[src/rtl/alu_pkg.sv]
// Shared types for the sequential ALU: op codes, controller states, flag bundle.
package alu_pkg;

  typedef enum logic [3:0] {
    OP_ADD  = 4'b0000,
    OP_SUB  = 4'b0001,
    OP_SLL  = 4'b0010,
    OP_SRL  = 4'b0011,
    OP_AND  = 4'b0100,
    OP_SRA  = 4'b0101,
    OP_OR   = 4'b0110,
    OP_XOR  = 4'b0111,
    OP_MUL  = 4'b1000,
    OP_MULH = 4'b1001,
    OP_DIVU = 4'b1010,
    OP_REMU = 4'b1011,
    OP_SLT  = 4'b1100,
    OP_SLTU = 4'b1101,
    OP_RSV0 = 4'b1110,
    OP_RSV1 = 4'b1111
  } alu_op_e;

  typedef enum logic [1:0] {
    IDLE = 2'd0,
    BUSY = 2'd1,
    DONE = 2'd2
  } alu_state_e;

  typedef struct packed {
    logic z;
    logic n;
    logic c;
    logic v;
    logic dz;
  } alu_flags_t;

  // mul/mulh/divu/remu all live in the 10xx block
  function automatic logic is_muldiv(input logic [3:0] op);
    return op[3:2] == 2'b10;
  endfunction

endpackage

[src/rtl/alu_muldiv.sv]
// Iterative unit: WIDTH-step shift-add multiplier and restoring divider.
// o_done/o_res are combinational on the final step so the parent can register them.
module alu_muldiv
  import alu_pkg::*;
#(
  parameter int WIDTH = 32
) (
  input  logic             clk,
  input  logic             rst_n,
  input  logic             i_start,
  input  logic [1:0]       i_kind,
  input  logic [WIDTH-1:0] i_a,
  input  logic [WIDTH-1:0] i_b,
  output logic             o_done,
  output logic [WIDTH-1:0] o_res,
  output logic             o_dz
);
  localparam int SHW = $clog2(WIDTH);

  logic                 r_busy;
  logic [SHW-1:0]       r_cnt;
  logic [2*WIDTH-1:0]   r_acc;
  logic [WIDTH-1:0]     r_opd;
  logic [1:0]           r_kind;
  logic                 r_neg;

  logic [WIDTH-1:0]     w_a_mag, w_b_mag;
  logic [WIDTH:0]       w_madd, w_rem, w_rsub;
  logic [2*WIDTH-1:0]   w_mul_nxt, w_div_nxt, w_nxt, w_prod;

  // mulh works on magnitudes; mul's low half is sign-agnostic so it uses raw bits
  assign w_a_mag = (i_kind == 2'b01 && i_a[WIDTH-1]) ? -i_a : i_a;
  assign w_b_mag = (i_kind == 2'b01 && i_b[WIDTH-1]) ? -i_b : i_b;

  assign w_madd    = {1'b0, r_acc[2*WIDTH-1:WIDTH]} + (r_acc[0] ? {1'b0, r_opd} : '0);
  assign w_mul_nxt = {w_madd, r_acc[WIDTH-1:1]};

  // partial remainder stays below the divisor, so WIDTH+1 bits suffice
  assign w_rem     = r_acc[2*WIDTH-1:WIDTH-1];
  assign w_rsub    = w_rem - {1'b0, r_opd};
  assign w_div_nxt = w_rsub[WIDTH] ? {r_acc[2*WIDTH-2:0], 1'b0}
                                   : {w_rsub[WIDTH-1:0], r_acc[WIDTH-2:0], 1'b1};

  assign w_nxt  = r_kind[1] ? w_div_nxt : w_mul_nxt;
  assign w_prod = r_neg ? -w_nxt : w_nxt;

  assign o_done = r_busy && (r_cnt == SHW'(WIDTH - 1));
  assign o_dz   = r_kind[1] && (r_opd == '0);

  always_comb begin
    o_res = w_nxt[WIDTH-1:0];
    case (r_kind)
      2'b00:   o_res = w_nxt[WIDTH-1:0];
      2'b01:   o_res = w_prod[2*WIDTH-1:WIDTH];
      2'b10:   o_res = w_nxt[WIDTH-1:0];
      default: o_res = w_nxt[2*WIDTH-1:WIDTH];
    endcase
  end

  always_ff @(posedge clk) begin
    if (!rst_n) begin
      r_busy <= 1'b0;
      r_cnt  <= '0;
      r_acc  <= '0;
      r_opd  <= '0;
      r_kind <= 2'b00;
      r_neg  <= 1'b0;
    end else if (i_start) begin
      r_busy <= 1'b1;
      r_cnt  <= '0;
      r_kind <= i_kind;
      r_neg  <= (i_kind == 2'b01) && (i_a[WIDTH-1] ^ i_b[WIDTH-1]);
      if (i_kind[1]) begin
        r_acc <= {{WIDTH{1'b0}}, i_a};
        r_opd <= i_b;
      end else begin
        r_acc <= {{WIDTH{1'b0}}, w_b_mag};
        r_opd <= w_a_mag;
      end
    end else if (r_busy) begin
      r_acc <= w_nxt;
      r_cnt <= r_cnt + 1'b1;
      if (o_done) r_busy <= 1'b0;
    end
  end

endmodule

[src/rtl/alu_seq.sv]
// Handshaked ALU with registered result and flags; single-cycle ops plus
// multi-cycle mul/div delegated to alu_muldiv.
module alu_seq
  import alu_pkg::*;
#(
  parameter int WIDTH = 32
) (
  input  logic             clk,
  input  logic             rst_n,
  input  logic             in_valid,
  output logic             in_ready,
  input  logic [WIDTH-1:0] a,
  input  logic [WIDTH-1:0] b,
  input  logic [3:0]       op,
  output logic             out_valid,
  input  logic             out_ready,
  output logic [WIDTH-1:0] out,
  output logic             flag_z,
  output logic             flag_n,
  output logic             flag_c,
  output logic             flag_v,
  output logic             flag_dz
);
  localparam int SHW = $clog2(WIDTH);

  alu_state_e       r_state;
  logic [WIDTH-1:0] r_out;
  alu_flags_t       r_flags;

  alu_op_e          w_op;
  logic             w_accept, w_is_md;
  logic [SHW-1:0]   w_sh;
  logic [WIDTH:0]   w_sum, w_diff;
  logic [WIDTH-1:0] w_res;
  logic             w_c, w_v;
  alu_flags_t       w_sc_flags, w_md_flags;
  logic             w_md_done, w_md_dz;
  logic [WIDTH-1:0] w_md_res;

  assign w_op     = alu_op_e'(op);
  assign in_ready = (r_state == IDLE) || (r_state == DONE && out_ready);
  assign w_accept = in_valid && in_ready;
  assign w_is_md  = is_muldiv(op);
  assign w_sh     = b[SHW-1:0];
  assign w_sum    = {1'b0, a} + {1'b0, b};
  assign w_diff   = {1'b0, a} - {1'b0, b};

  always_comb begin
    w_res = a;
    w_c   = 1'b0;
    w_v   = 1'b0;
    case (w_op)
      OP_ADD: begin
        w_res = w_sum[WIDTH-1:0];
        w_c   = w_sum[WIDTH];
        w_v   = (a[WIDTH-1] == b[WIDTH-1]) && (w_sum[WIDTH-1] != a[WIDTH-1]);
      end
      OP_SUB: begin
        w_res = w_diff[WIDTH-1:0];
        w_c   = w_diff[WIDTH];
        w_v   = (a[WIDTH-1] != b[WIDTH-1]) && (w_diff[WIDTH-1] != a[WIDTH-1]);
      end
      OP_SLL:  w_res = a << w_sh;
      OP_SRL:  w_res = a >> w_sh;
      OP_SRA:  w_res = WIDTH'($signed(a) >>> w_sh);
      OP_AND:  w_res = a & b;
      OP_OR:   w_res = a | b;
      OP_XOR:  w_res = a ^ b;
      OP_SLT:  w_res = {{(WIDTH-1){1'b0}}, $signed(a) < $signed(b)};
      OP_SLTU: w_res = {{(WIDTH-1){1'b0}}, a < b};
      default: w_res = a;
    endcase
  end

  assign w_sc_flags = '{z: (w_res == '0), n: w_res[WIDTH-1], c: w_c, v: w_v, dz: 1'b0};
  assign w_md_flags = '{z: (w_md_res == '0), n: w_md_res[WIDTH-1], c: 1'b0, v: 1'b0, dz: w_md_dz};

  alu_muldiv #(.WIDTH(WIDTH)) u_muldiv (
    .clk     (clk),
    .rst_n   (rst_n),
    .i_start (w_accept && w_is_md),
    .i_kind  (op[1:0]),
    .i_a     (a),
    .i_b     (b),
    .o_done  (w_md_done),
    .o_res   (w_md_res),
    .o_dz    (w_md_dz)
  );

  always_ff @(posedge clk) begin
    if (!rst_n) begin
      r_state <= IDLE;
      r_out   <= '0;
      r_flags <= '0;
    end else if (w_accept) begin
      if (w_is_md) begin
        r_state <= BUSY;
      end else begin
        r_state <= DONE;
        r_out   <= w_res;
        r_flags <= w_sc_flags;
      end
    end else if (r_state == DONE && out_ready) begin
      r_state <= IDLE;
    end else if (r_state == BUSY && w_md_done) begin
      r_state <= DONE;
      r_out   <= w_md_res;
      r_flags <= w_md_flags;
    end
  end

  assign out_valid = (r_state == DONE);
  assign out       = r_out;
  assign flag_z    = r_flags.z;
  assign flag_n    = r_flags.n;
  assign flag_c    = r_flags.c;
  assign flag_v    = r_flags.v;
  assign flag_dz   = r_flags.dz;

endmodule

[config.mk]
export PLATFORM = sky130hd
export DESIGN_NAME = alu_seq
export DESIGN_NICKNAME = d
export VERILOG_FILES = /design/src/rtl/alu_pkg.sv /design/src/rtl/alu_muldiv.sv /design/src/rtl/alu_seq.sv
export SDC_FILE = /design/constraint.sdc
export NUM_CORES = 1
export LEC_CHECK = 0
export BUFFER_PORTS_ARGS = -buffer_cell sky130_fd_sc_hd__buf_2
export CELL_PAD_IN_SITES_DETAIL_PLACEMENT = 1
export CELL_PAD_IN_SITES_GLOBAL_PLACEMENT = 1
export CORE_UTILIZATION = 35
export DETAILED_ROUTE_END_ITERATION = 7
export PLACE_DENSITY_LB_ADDON = 0.1
export SYNTH_ARGS = -nofsm -noshare
export SYNTH_HDL_FRONTEND = slang
export SYNTH_SLANG_ARGS = --single-unit
[constraint.sdc]
create_clock -name clk -period 9.72 [get_ports clk]
set_input_delay 0.972 -clock clk [delete_from_list [all_inputs] [get_ports clk]]
set_output_delay 0.972 -clock clk [all_outputs]
set_load 0.02 [all_outputs]
==> flow_metrics.env <==
export IMPL_yosysUniqueCellTypes=107
export IMPL_synth_ff_type="dfxtp_1"
export IMPL_fin_tns_setup_ns=0
export IMPL_busiest_layer="met2"
export IMPL_most_common_layout_cells="nand2_1 (373), nor2_1 (305), a21oi_1 (237)"
export IMPL_cts_hold_buffers=0
export IMPL_synthCells=3265
export IMPL_post_route_drc_count=0
export IMPL_gp_congestion=0.981
export IMPL_drive_gt1_share_pct=10.4
export IMPL_post_route_period_util_pct=71.3
export IMPL_cts_tree="built"
export IMPL_ant_nets=0
export IMPL_min_path_type="reg -> reg"
export IMPL_synth_area_leader_cell="dfxtp_1"
export IMPL_die_width_um=259
export IMPL_leakage_nw=9.76
export IMPL_critPathSlowestCell="nor3_1"
export IMPL_slowest_delay_ns=0.66
export IMPL_switching_share_pct=45.3
export IMPL_p_int_mw=1.53
export IMPL_drt_iter0_markers=1958
export IMPL_h_tree_depth=4
export IMPL_synth_nets=3506
export IMPL_ys_top_cells_by_area="dfxtp_1 (12%), ha_1 (8.9%), nand2_1 (6.1%), mux4_2 (5.2%), a21oi_1 (5.1%)"
export IMPL_switchingPower_mw=1.26
export IMPL_power_frac_seq_pct=24.0
export IMPL_insertedDiodeCount=0
export IMPL_drv_slew=0
export IMPL_worstSkewPairLatency_ns=0.45
export IMPL_grt_max_degree=95
export IMPL_grtUsageMet3_pct=2.78
export IMPL_fmaxAchievable_ghz=0.144
export IMPL_max_cap_violations=0
export IMPL_synth_edf_count=0
export IMPL_crit_chain="buf_4, ha_1, inv_1, fa_1, nor3b_1, nor3_1, o221a_2, o2bb2ai_1, o21ai_0, a21bo_2, a221o_1, a221oi_1, o31ai_1, nand2_1, a221oi_1, a32oi_1, o311ai_0, buf_2, a21boi_0"
export IMPL_nNetsFinal=3442
export IMPL_power_share_clock_pct=26.2
export IMPL_final_util_pct=38.3
export IMPL_dr_pass1_iters=5
export IMPL_worst_slew_margin_rel_pct=11.1
export IMPL_ys_ff_latch=143
export IMPL_io_pins=111
export IMPL_cp_start_kind="input pin"
export IMPL_use_met2_pct=57.6
export IMPL_cts_sinks=143
export IMPL_clk_path_buf_depth=2
export IMPL_cp_end_kind="flop"
export IMPL_power_density_nw_per_um2=113
export IMPL_rsz0062_at_grt="no"
export IMPL_wire_per_inst_um=29.1
export IMPL_coreArea_um2=64800
export IMPL_path_class="in -> reg"
export IMPL_first_global_vias=26200
export IMPL_dp_hpwl_um=91700
export IMPL_power_frac_comb_pct=49.8
export IMPL_cts_buffers=17
export IMPL_syn2layout_area_growth_pct=7.47
export IMPL_arrival_ns=7.31
export IMPL_antenna_found_initial=1
export IMPL_grt_usage_pct=34.6
export IMPL_critPathMaxFanout=45
export IMPL_worst_pin_slew_ns=1.32
export IMPL_seq_area_frac_synth_pct=12.4
export IMPL_clk_pin_slew_ns=0.07
export IMPL_rows=93
export IMPL_status="complete, no violations"
export IMPL_cts_root_buf="clkbuf_16"
export IMPL_fin_skew_ns=0.0129
export IMPL_vdd_ir_drop_max_v=0.000141
export IMPL_overflow=0
export IMPL_fin_crit_ns=6.93
export IMPL_async_flop_share_pct=0
export IMPL_die_h_um=259
export IMPL_avgSynthCellArea_um2=7.07
export IMPL_mostFrequentLayoutCell="nand2_1"
export IMPL_required_ns=10.10
export IMPL_num_vias=26000
export IMPL_setup_viol=0
export IMPL_dieArea_um2=67000
export IMPL_cts_setup_buffers=0
export IMPL_yosysWarnings=0
export IMPL_place_area_um2=24200
export IMPL_vias_per_cell=6.39
export IMPL_cp_common_cell="a221oi_1"
export IMPL_wl_um=118000
export IMPL_grt_use_met1_pct=44.7
export IMPL_start_util_pct=35.6
export IMPL_holdWs_ns=0.481
export IMPL_cts_resized_gates=0
export IMPL_grt_pass1_wl_um=175000
export IMPL_postLayoutCellArea_um2=24800
export IMPL_portBuffers=110
export IMPL_hold_viol_final=0
export IMPL_syn_area_um2=23100
export IMPL_synth_top_area_share_pct=12.4
[layout make-up]
type                    instances  area [um^2]
clock buffers                  20          478
clock inverters                11          151
fillers                      8195        40000
inverters                     160          601
multi-input cells            2713        18700
flip-flops and latches        143         2870
well taps                     855         1070
repair buffers                166          976
[power groups by stage]
stage / logic, mW / registers, mW / clock network (mW)
6_report: 1.39 / 0.670 / 0.731
2_1_floorplan: 0.920 / 0.668 / 0
4_1_cts: 1.37 / 0.669 / 0.739
3_5_place_dp: 1.36 / 0.682 / 0
5_1_grt: 1.49 / 0.673 / 0.759
3_3_place_gp: 1.35 / 0.681 / 0
[synthesized netlist by cell type (22+ instances only)]
cell type,instances
and3_1,22
nor2_1,307
buf_1,39
inv_1,153
a31oi_1,53
nor2b_1,48
a221oi_1,30
o211ai_1,58
o22ai_1,22
a22oi_1,37
and2_1,65
dfxtp_1,143
or3_1,25
o21ai_0,224
nor4_1,30
mux4_2,53
xnor2_1,113
a21o_1,43
a21boi_0,66
a21oi_1,237
o21a_1,29
nand2_1,375
nor3_1,89
mux2i_1,98
ha_1,165
nand4_1,28
xor2_1,26
a211oi_1,69
clkbuf_1,188
nand3_1,43
o31ai_1,22
[state kept, by name, indices dropped and copies added (netlist names)]
register	cells
flag_dz	1
u_muldiv.r_busy	1
u_muldiv.r_cnt	5
flag_v	1
flag_z	1
u_muldiv.r_opd	32
u_muldiv.r_acc	64
r_state	2
out	32
u_muldiv.r_neg	1
flag_c	1
u_muldiv.r_kind	2
[layer usage]
layer,routed length (um),part of all wire [%],vias to the layer above
met5,0,0,-
met3,5340,4.5,228
met4,6290,5.3,0
li1,-,-,11900
met1,51100,43,13000
met2,55500,47,871
[worst max-delay path, delay by kind of cell]
kind / cells / cell delay, ns
fa+ha+maj: 2 / 0.69
simple gates: 3 / 0.99
buf+inv: 3 / 0.85
compound gates: 11 / 3.82
[metrics by stage]
stage	std cells	total power, mW	setup WS [ns]
5_1_grt	4068	2.92	2.60
3_3_place_gp	4036	2.03	2.29
6_report	4068	2.79	2.79
3_5_place_dp	4037	2.04	2.49
2_1_floorplan	3265	1.59	3.69
4_1_cts	4068	2.78	2.97
[kinds of logic (layout without fill, tap and decap cells)]
| family | after synthesis | after routing | synth area share, % |
|---|---|---|---|
| AOI/OAI and AO/OA | 1108 | 1108 | 32.4 |
| xor gates and xnor gates | 139 | 139 | 5.27 |
| adders and majority gates | 169 | 169 | 9.29 |
| buffers and inverters | 409 | 357 | 6.94 |
| DFF | 143 | 143 | 12.4 |
| muxes | 174 | 174 | 10.6 |
| and+or+nand+nor | 1123 | 1123 | 23.1 |
[worst paths after layout]
| check | slack [ns] | end | depth (start not counted) | startpoint |
|---|---|---|---|---|
| worst min register to register | 0.48 | flag_v | 2 | flag_v |
| worst max-delay path | 2.79 | out[0] | 19 | b[0] |
| worst min-delay path | 0.48 | flag_v | 2 | flag_v |
| worst max register to register | 2.98 | flag_z | 20 | u_muldiv.r_opd[0] |
Power figures use the tool's default switching activity.
